## config.mk

```make
export PLATFORM = sky130hd
export DESIGN_NAME = calc_op_sequencer
export DESIGN_NICKNAME = d
export VERILOG_FILES = /design/src/rtl/calc_op_sequencer.sv
export SDC_FILE = /design/constraint.sdc
export NUM_CORES = 1
export LEC_CHECK = 0
export CAP_MARGIN = 20
export CORE_MARGIN = 3
export CORE_UTILIZATION = 40
export DETAILED_ROUTE_END_ITERATION = 6
export PLACE_DENSITY = 0.57
export SETUP_SLACK_MARGIN = 0.1
export SLEW_MARGIN = 30
export SYNTH_ARGS = -nofsm -noshare
export SYNTH_HDL_FRONTEND = slang
export SYNTH_SLANG_ARGS = --single-unit
```

## constraint.sdc

```tcl
create_clock -name clk -period 3.55 [get_ports clk]
set_input_delay 0.355 -clock clk [delete_from_list [all_inputs] [get_ports clk]]
set_output_delay 0.355 -clock clk [all_outputs]
set_load 0.02 [all_outputs]
```

## src/rtl/calc_op_sequencer.sv

```systemverilog
// Multi-cycle ADD/SUB/MUL controller built around a single time-shared 8-bit adder.
// A MUL uses 8 shift-and-add passes through that adder.
//
// state | meaning
// ------+-------------------------------------------------------------
// IDLE  | waiting for start; the request and operands are latched here
// EXEC  | adder busy: 1 cycle for ADD/SUB, MUL_STEPS cycles for MUL
// DONE  | one-cycle done pulse; result/flag/err already hold the new values

module adder_8bit (
  input  logic [7:0] a_i,
  input  logic [7:0] b_i,
  input  logic       cin_i,
  output logic [8:0] sum_o
);
  assign sum_o = {1'b0, a_i} + {1'b0, b_i} + {8'b0, cin_i};
endmodule

module calc_op_sequencer (
  input  logic        clk,
  input  logic        rst_n,
  input  logic        start,
  input  logic [1:0]  op,
  input  logic [7:0]  opa,
  input  logic [7:0]  opb,
  output logic        busy,
  output logic        done,
  output logic [15:0] result,
  output logic        flag,
  output logic        err
);
  localparam int MUL_STEPS = 8;

  localparam logic [1:0] OP_ADD = 2'b00;
  localparam logic [1:0] OP_SUB = 2'b01;
  localparam logic [1:0] OP_MUL = 2'b10;
  localparam logic [1:0] OP_RSV = 2'b11;

  typedef enum logic [1:0] {S_IDLE = 2'd0, S_EXEC = 2'd1, S_DONE = 2'd2} state_t;

  state_t      state_q, state_d;
  logic [1:0]  op_q;
  logic [7:0]  m_q, q_q, acc_q;
  logic [2:0]  step_q;
  logic [15:0] result_q;
  logic        flag_q, err_q;

  logic [7:0]  add_a, add_b;
  logic        add_cin;
  logic [8:0]  add_sum;
  logic        last_step;

  adder_8bit u_adder (
    .a_i   (add_a),
    .b_i   (add_b),
    .cin_i (add_cin),
    .sum_o (add_sum)
  );

  // ADD/SUB use the latched operands; MUL adds the multiplicand into acc when Q[0] is set.
  always_comb begin
    add_a   = acc_q;
    add_b   = q_q[0] ? m_q : 8'h00;
    add_cin = 1'b0;
    if (op_q == OP_ADD) begin
      add_a = m_q;
      add_b = q_q;
    end else if (op_q == OP_SUB) begin
      add_a   = m_q;
      add_b   = ~q_q;
      add_cin = 1'b1;
    end
  end

  assign last_step = (op_q != OP_MUL) || (step_q == 3'd0);

  always_ff @(posedge clk) begin
    if (!rst_n) state_q <= S_IDLE;
    else        state_q <= state_d;
  end

  always_comb begin
    state_d = state_q;
    case (state_q)
      S_IDLE:  if (start) state_d = (op == OP_RSV) ? S_DONE : S_EXEC;
      S_EXEC:  if (last_step) state_d = S_DONE;
      S_DONE:  state_d = S_IDLE;
      default: state_d = S_IDLE;
    endcase
  end

  always_comb begin
    busy = (state_q == S_EXEC);
    done = (state_q == S_DONE);
  end

  // step_q counts down from MUL_STEPS-1; the pass taken with step_q==0 is the last one.
  always_ff @(posedge clk) begin
    if (!rst_n) begin
      op_q     <= OP_ADD;
      m_q      <= 8'h00;
      q_q      <= 8'h00;
      acc_q    <= 8'h00;
      step_q   <= 3'd0;
      result_q <= 16'h0000;
      flag_q   <= 1'b0;
      err_q    <= 1'b0;
    end else begin
      case (state_q)
        S_IDLE: begin
          if (start) begin
            op_q   <= op;
            m_q    <= opa;
            q_q    <= opb;
            acc_q  <= 8'h00;
            step_q <= 3'(MUL_STEPS - 1);
            if (op == OP_RSV) begin
              result_q <= 16'h0000;
              flag_q   <= 1'b0;
              err_q    <= 1'b1;
            end
          end
        end
        S_EXEC: begin
          case (op_q)
            OP_ADD: begin
              result_q <= {7'b0, add_sum};
              flag_q   <= add_sum[8];
              err_q    <= 1'b0;
            end
            OP_SUB: begin
              result_q <= {8'b0, add_sum[7:0]};
              flag_q   <= ~add_sum[8];
              err_q    <= 1'b0;
            end
            OP_MUL: begin
              acc_q <= add_sum[8:1];
              q_q   <= {add_sum[0], q_q[7:1]};
              if (step_q == 3'd0) begin
                result_q <= {add_sum, q_q[7:1]};
                flag_q   <= |add_sum[8:1];
                err_q    <= 1'b0;
              end else begin
                step_q <= step_q - 3'd1;
              end
            end
            default: ;
          endcase
        end
        default: ;
      endcase
    end
  end

  assign result = result_q;
  assign flag   = flag_q;
  assign err    = err_q;
endmodule

```

==> results.json <==
{
  "status": "completed",
  "gp_congestion": 0.930,
  "hold_path_class": "register to register",
  "async_flop_share_pct": 0,
  "num_rows": 30,
  "syn_area_per_cell_um2": 8.49,
  "drv_slew": 0,
  "netlist_area_um2": 2940,
  "fill_cells": 700,
  "die_h_um": 91.7,
  "clock.fmax_mhz": 311,
  "antenna_found_initial": 0,
  "synth.distinct_cells": 52,
  "cp.arrival_ns": 3.42,
  "final_cell_mix": "nand2_1 (57), dfxtp_1 (49), clkdlybuf4s50_1 (39), nor2b_1 (25), a22oi_1 (16)",
  "start_util_pct": 42.3,
  "power.density_nw_per_um2": 371,
  "use_met2_pct": 31.3,
  "ir_worst_vdd_uv": 201,
  "dieArea_um2": 8410,
  "num-nets-final": 418,
  "grt.busiest_layer": "met2",
  "maxCapViolCount": 0,
  "drt-pass1-iter-count": 4,
  "grt_overflow": 0,
  "port_buffers": 40,
  "setup_violations": 0,
  "syn_inst": 346,
  "ys_seq_elements": 49,
  "fin_crit_sh_pct": 90.5,
  "cts_made_buffers": 5,
  "min_period_ns": 3.21,
  "ys_seq_area_share_pct": 33.4,
  "worst_slew_pin_slew_ns": 0.701,
  "drt-total-wl_um": 7790,
  "wl_per_cell_um": 16.3,
  "p_leak_nw": 1.36,
  "rrSetupSlack_ns": 0.34,
  "drt_iter0_drc": 96,
  "num_antenna_cells": 0,
  "synth_edf_count": 0,
  "setup_tns_ns": 0,
  "start_kind": "register",
  "cts_tree": "yes",
  "clock_path_buffers": 2,
  "ioPinCount": 41,
  "hold_ws_ns": 0.473,
  "cp.required_ns": 3.76,
  "gr-usage-all-layers_pct": 19.1,
  "reg2reg_depth": 12,
  "root_buffer": "clkbuf_8",
  "cp_max_fo": 6,
  "rsz0062_at_grt": "false",
  "core_um2": 6940,
  "clock_latency_ns": 0.31,
  "fp.dieW_um": 91.7,
  "vias": 2620,
  "htreeDepth": 2,
  "synth_flop_cell": "dfxtp_1",
  "hold_viol_final": 0,
  "clk_pin_slew_ns": 0.10,
  "holdBufCountCts": 0,
  "cts.sinks": 49,
  "drive_above_1_share_pct": 12.5,
  "crit_type": "register to register",
  "relSlewSlack_pct": 53.2,
  "final_common_cell": "nand2_1",
  "drtAntennaViolNets": 0,
  "finClkSkew_ns": 0.00790,
  "syn2layout_area_growth_pct": 21.6,
  "whs_path_depth": 2,
  "syn_nets": 382,
  "drcViolationCount": 0,
  "met1_usage_pct": 25.4,
  "vias_per_cell": 5.47,
  "grt_util_met3_pct": 4.02,
  "grt_pass1_wl_um": 13000,
  "dp_hpwl_um": 5740,
  "grt_max_degree": 31,
  "yosysWarnings": 0,
  "cp-end-kind": "register",
  "grt_pass1_vias": 2541
}
[cells in the mapped netlist, drive strengths merged (2+ instances only)]
| master | instances | area, µm² |
|---|---|---|
| nand2 | 57 | 214 |
| dfxtp | 49 | 981 |
| nor2b | 25 | 156 |
| a21boi | 18 | 135 |
| a22oi | 16 | 120 |
| nand3 | 15 | 75.1 |
| a21oi | 14 | 77.6 |
| clkbuf | 14 | 52.6 |
| ha | 13 | 163 |
| mux2 | 13 | 146 |
| nor2 | 13 | 48.8 |
| inv | 11 | 41.3 |
| o211a | 8 | 80.1 |
| o21ai | 8 | 40.0 |
| mux2i | 7 | 70.1 |
| buf | 6 | 32.5 |
| nand2b | 6 | 37.5 |
| nor3 | 5 | 36.3 |
| a211oi | 4 | 30.0 |
| and2 | 3 | 18.8 |
| o211ai | 3 | 22.5 |
| o21a | 3 | 22.5 |
| xnor2 | 3 | 26.3 |
| a211o | 2 | 17.5 |
| a21o | 2 | 16.3 |
| a22o | 2 | 17.5 |
| and3 | 2 | 12.5 |
| and3b | 2 | 17.5 |
| fa | 2 | 40.0 |
| nand3b | 2 | 15.0 |
| nor3b | 2 | 15.0 |
| xor2 | 2 | 17.5 |
[layout make-up]
class	count	area [µm²]	area share (%)
Clock buffer	7	76.3	2.14
Sequential cell	49	981	27.5
Inverter	11	41.3	1.16
Tap cell	96	120	3.36
Timing Repair Buffer	49	463	13.0
Clock inverter	1	7.51	0.210
Multi-Input combinational cell	266	1880	52.7
[state kept, by name, summed over array words and instances (netlist names)]
| signal | flops |
|---|---|
| op_q | 2 |
| state_q | 2 |
| m_q | 8 |
| q_q | 8 |
| result | 16 |
| flag | 1 |
| step_q | 3 |
| err | 1 |
| acc_q | 8 |
[critical path: stages (launching register included)]
cell and delay [ns]:
dfxtp_1 0.39, inv_1 0.08, ha_1 0.22, nor2_2 0.19, buf_4 0.20, mux2_2 0.34, ha_1 0.39, a21o_1 0.20
a21oi_2 0.20, a211oi_1 0.10, or3_4 0.44, nand4b_1 0.18, and3_1 0.17
[per-layer routing]
metal / wire, µm / up-vias
li1: - / 1296
met2: 3650 / 46
met1: 3720 / 1268
met4: 150 / 0
met3: 271 / 10
met5: 0 / -
[path summary, 6_finish.rpt]
kind | from | to
setup / recovery | op_q[0]$_SDFFE_PN0P_ | flag$_SDFFE_PN0P_
hold / removal | result[9]$_SDFFE_PN0P_ | result[9]$_SDFFE_PN0P_
setup reg to reg | op_q[0]$_SDFFE_PN0P_ | flag$_SDFFE_PN0P_
hold reg to reg | result[9]$_SDFFE_PN0P_ | result[9]$_SDFFE_PN0P_
[through the flow]
step | worst slack [ns] | util (%) | cells | instance area, µm² | power, W
global placement | 0.314 | 49.4 | 470 | 3430 | 0.000977
CTS | 0.225 | 50.6 | 478 | 3520 | 0.00131
global route | 0.0895 | 51.4 | 479 | 3570 | 0.00140
floorplan | 0.304 | - | 346 | 2940 | 0.000865
finish | 0.337 | 51.4 | 479 | 3570 | 0.00132
detailed placement | 0.251 | 49.4 | 470 | 3430 | 0.000979
[kinds of logic after synthesis]
kind of cell	share of synthesized area [%]
AOI/OAI and AO/OA	23.1
xor gates and xnor gates	1.49
adders and majority gates	6.90
buffers and inverters	4.30
DFF	33.4
muxes	7.37
and+or+nand+nor	23.5
[timing repair]
action                     in CTS  in global routing
setup endpoints to repair       0                  5
setup buffers                   0                  1
resized for setup               0                 11
[report_power, final]
part | total [W] | switching [W] | internal [W] | leakage [nW]
clock | 0.000334 | 0.000194 | 0.000140 | 0.0385
combinational | 0.000384 | 0.000213 | 0.000170 | 0.918
sequential | 0.000607 | 0.0000312 | 0.000575 | 0.400
total | 0.00132 | 0.000438 | 0.000886 | 1.36
(Power assumes the default switching activity.)
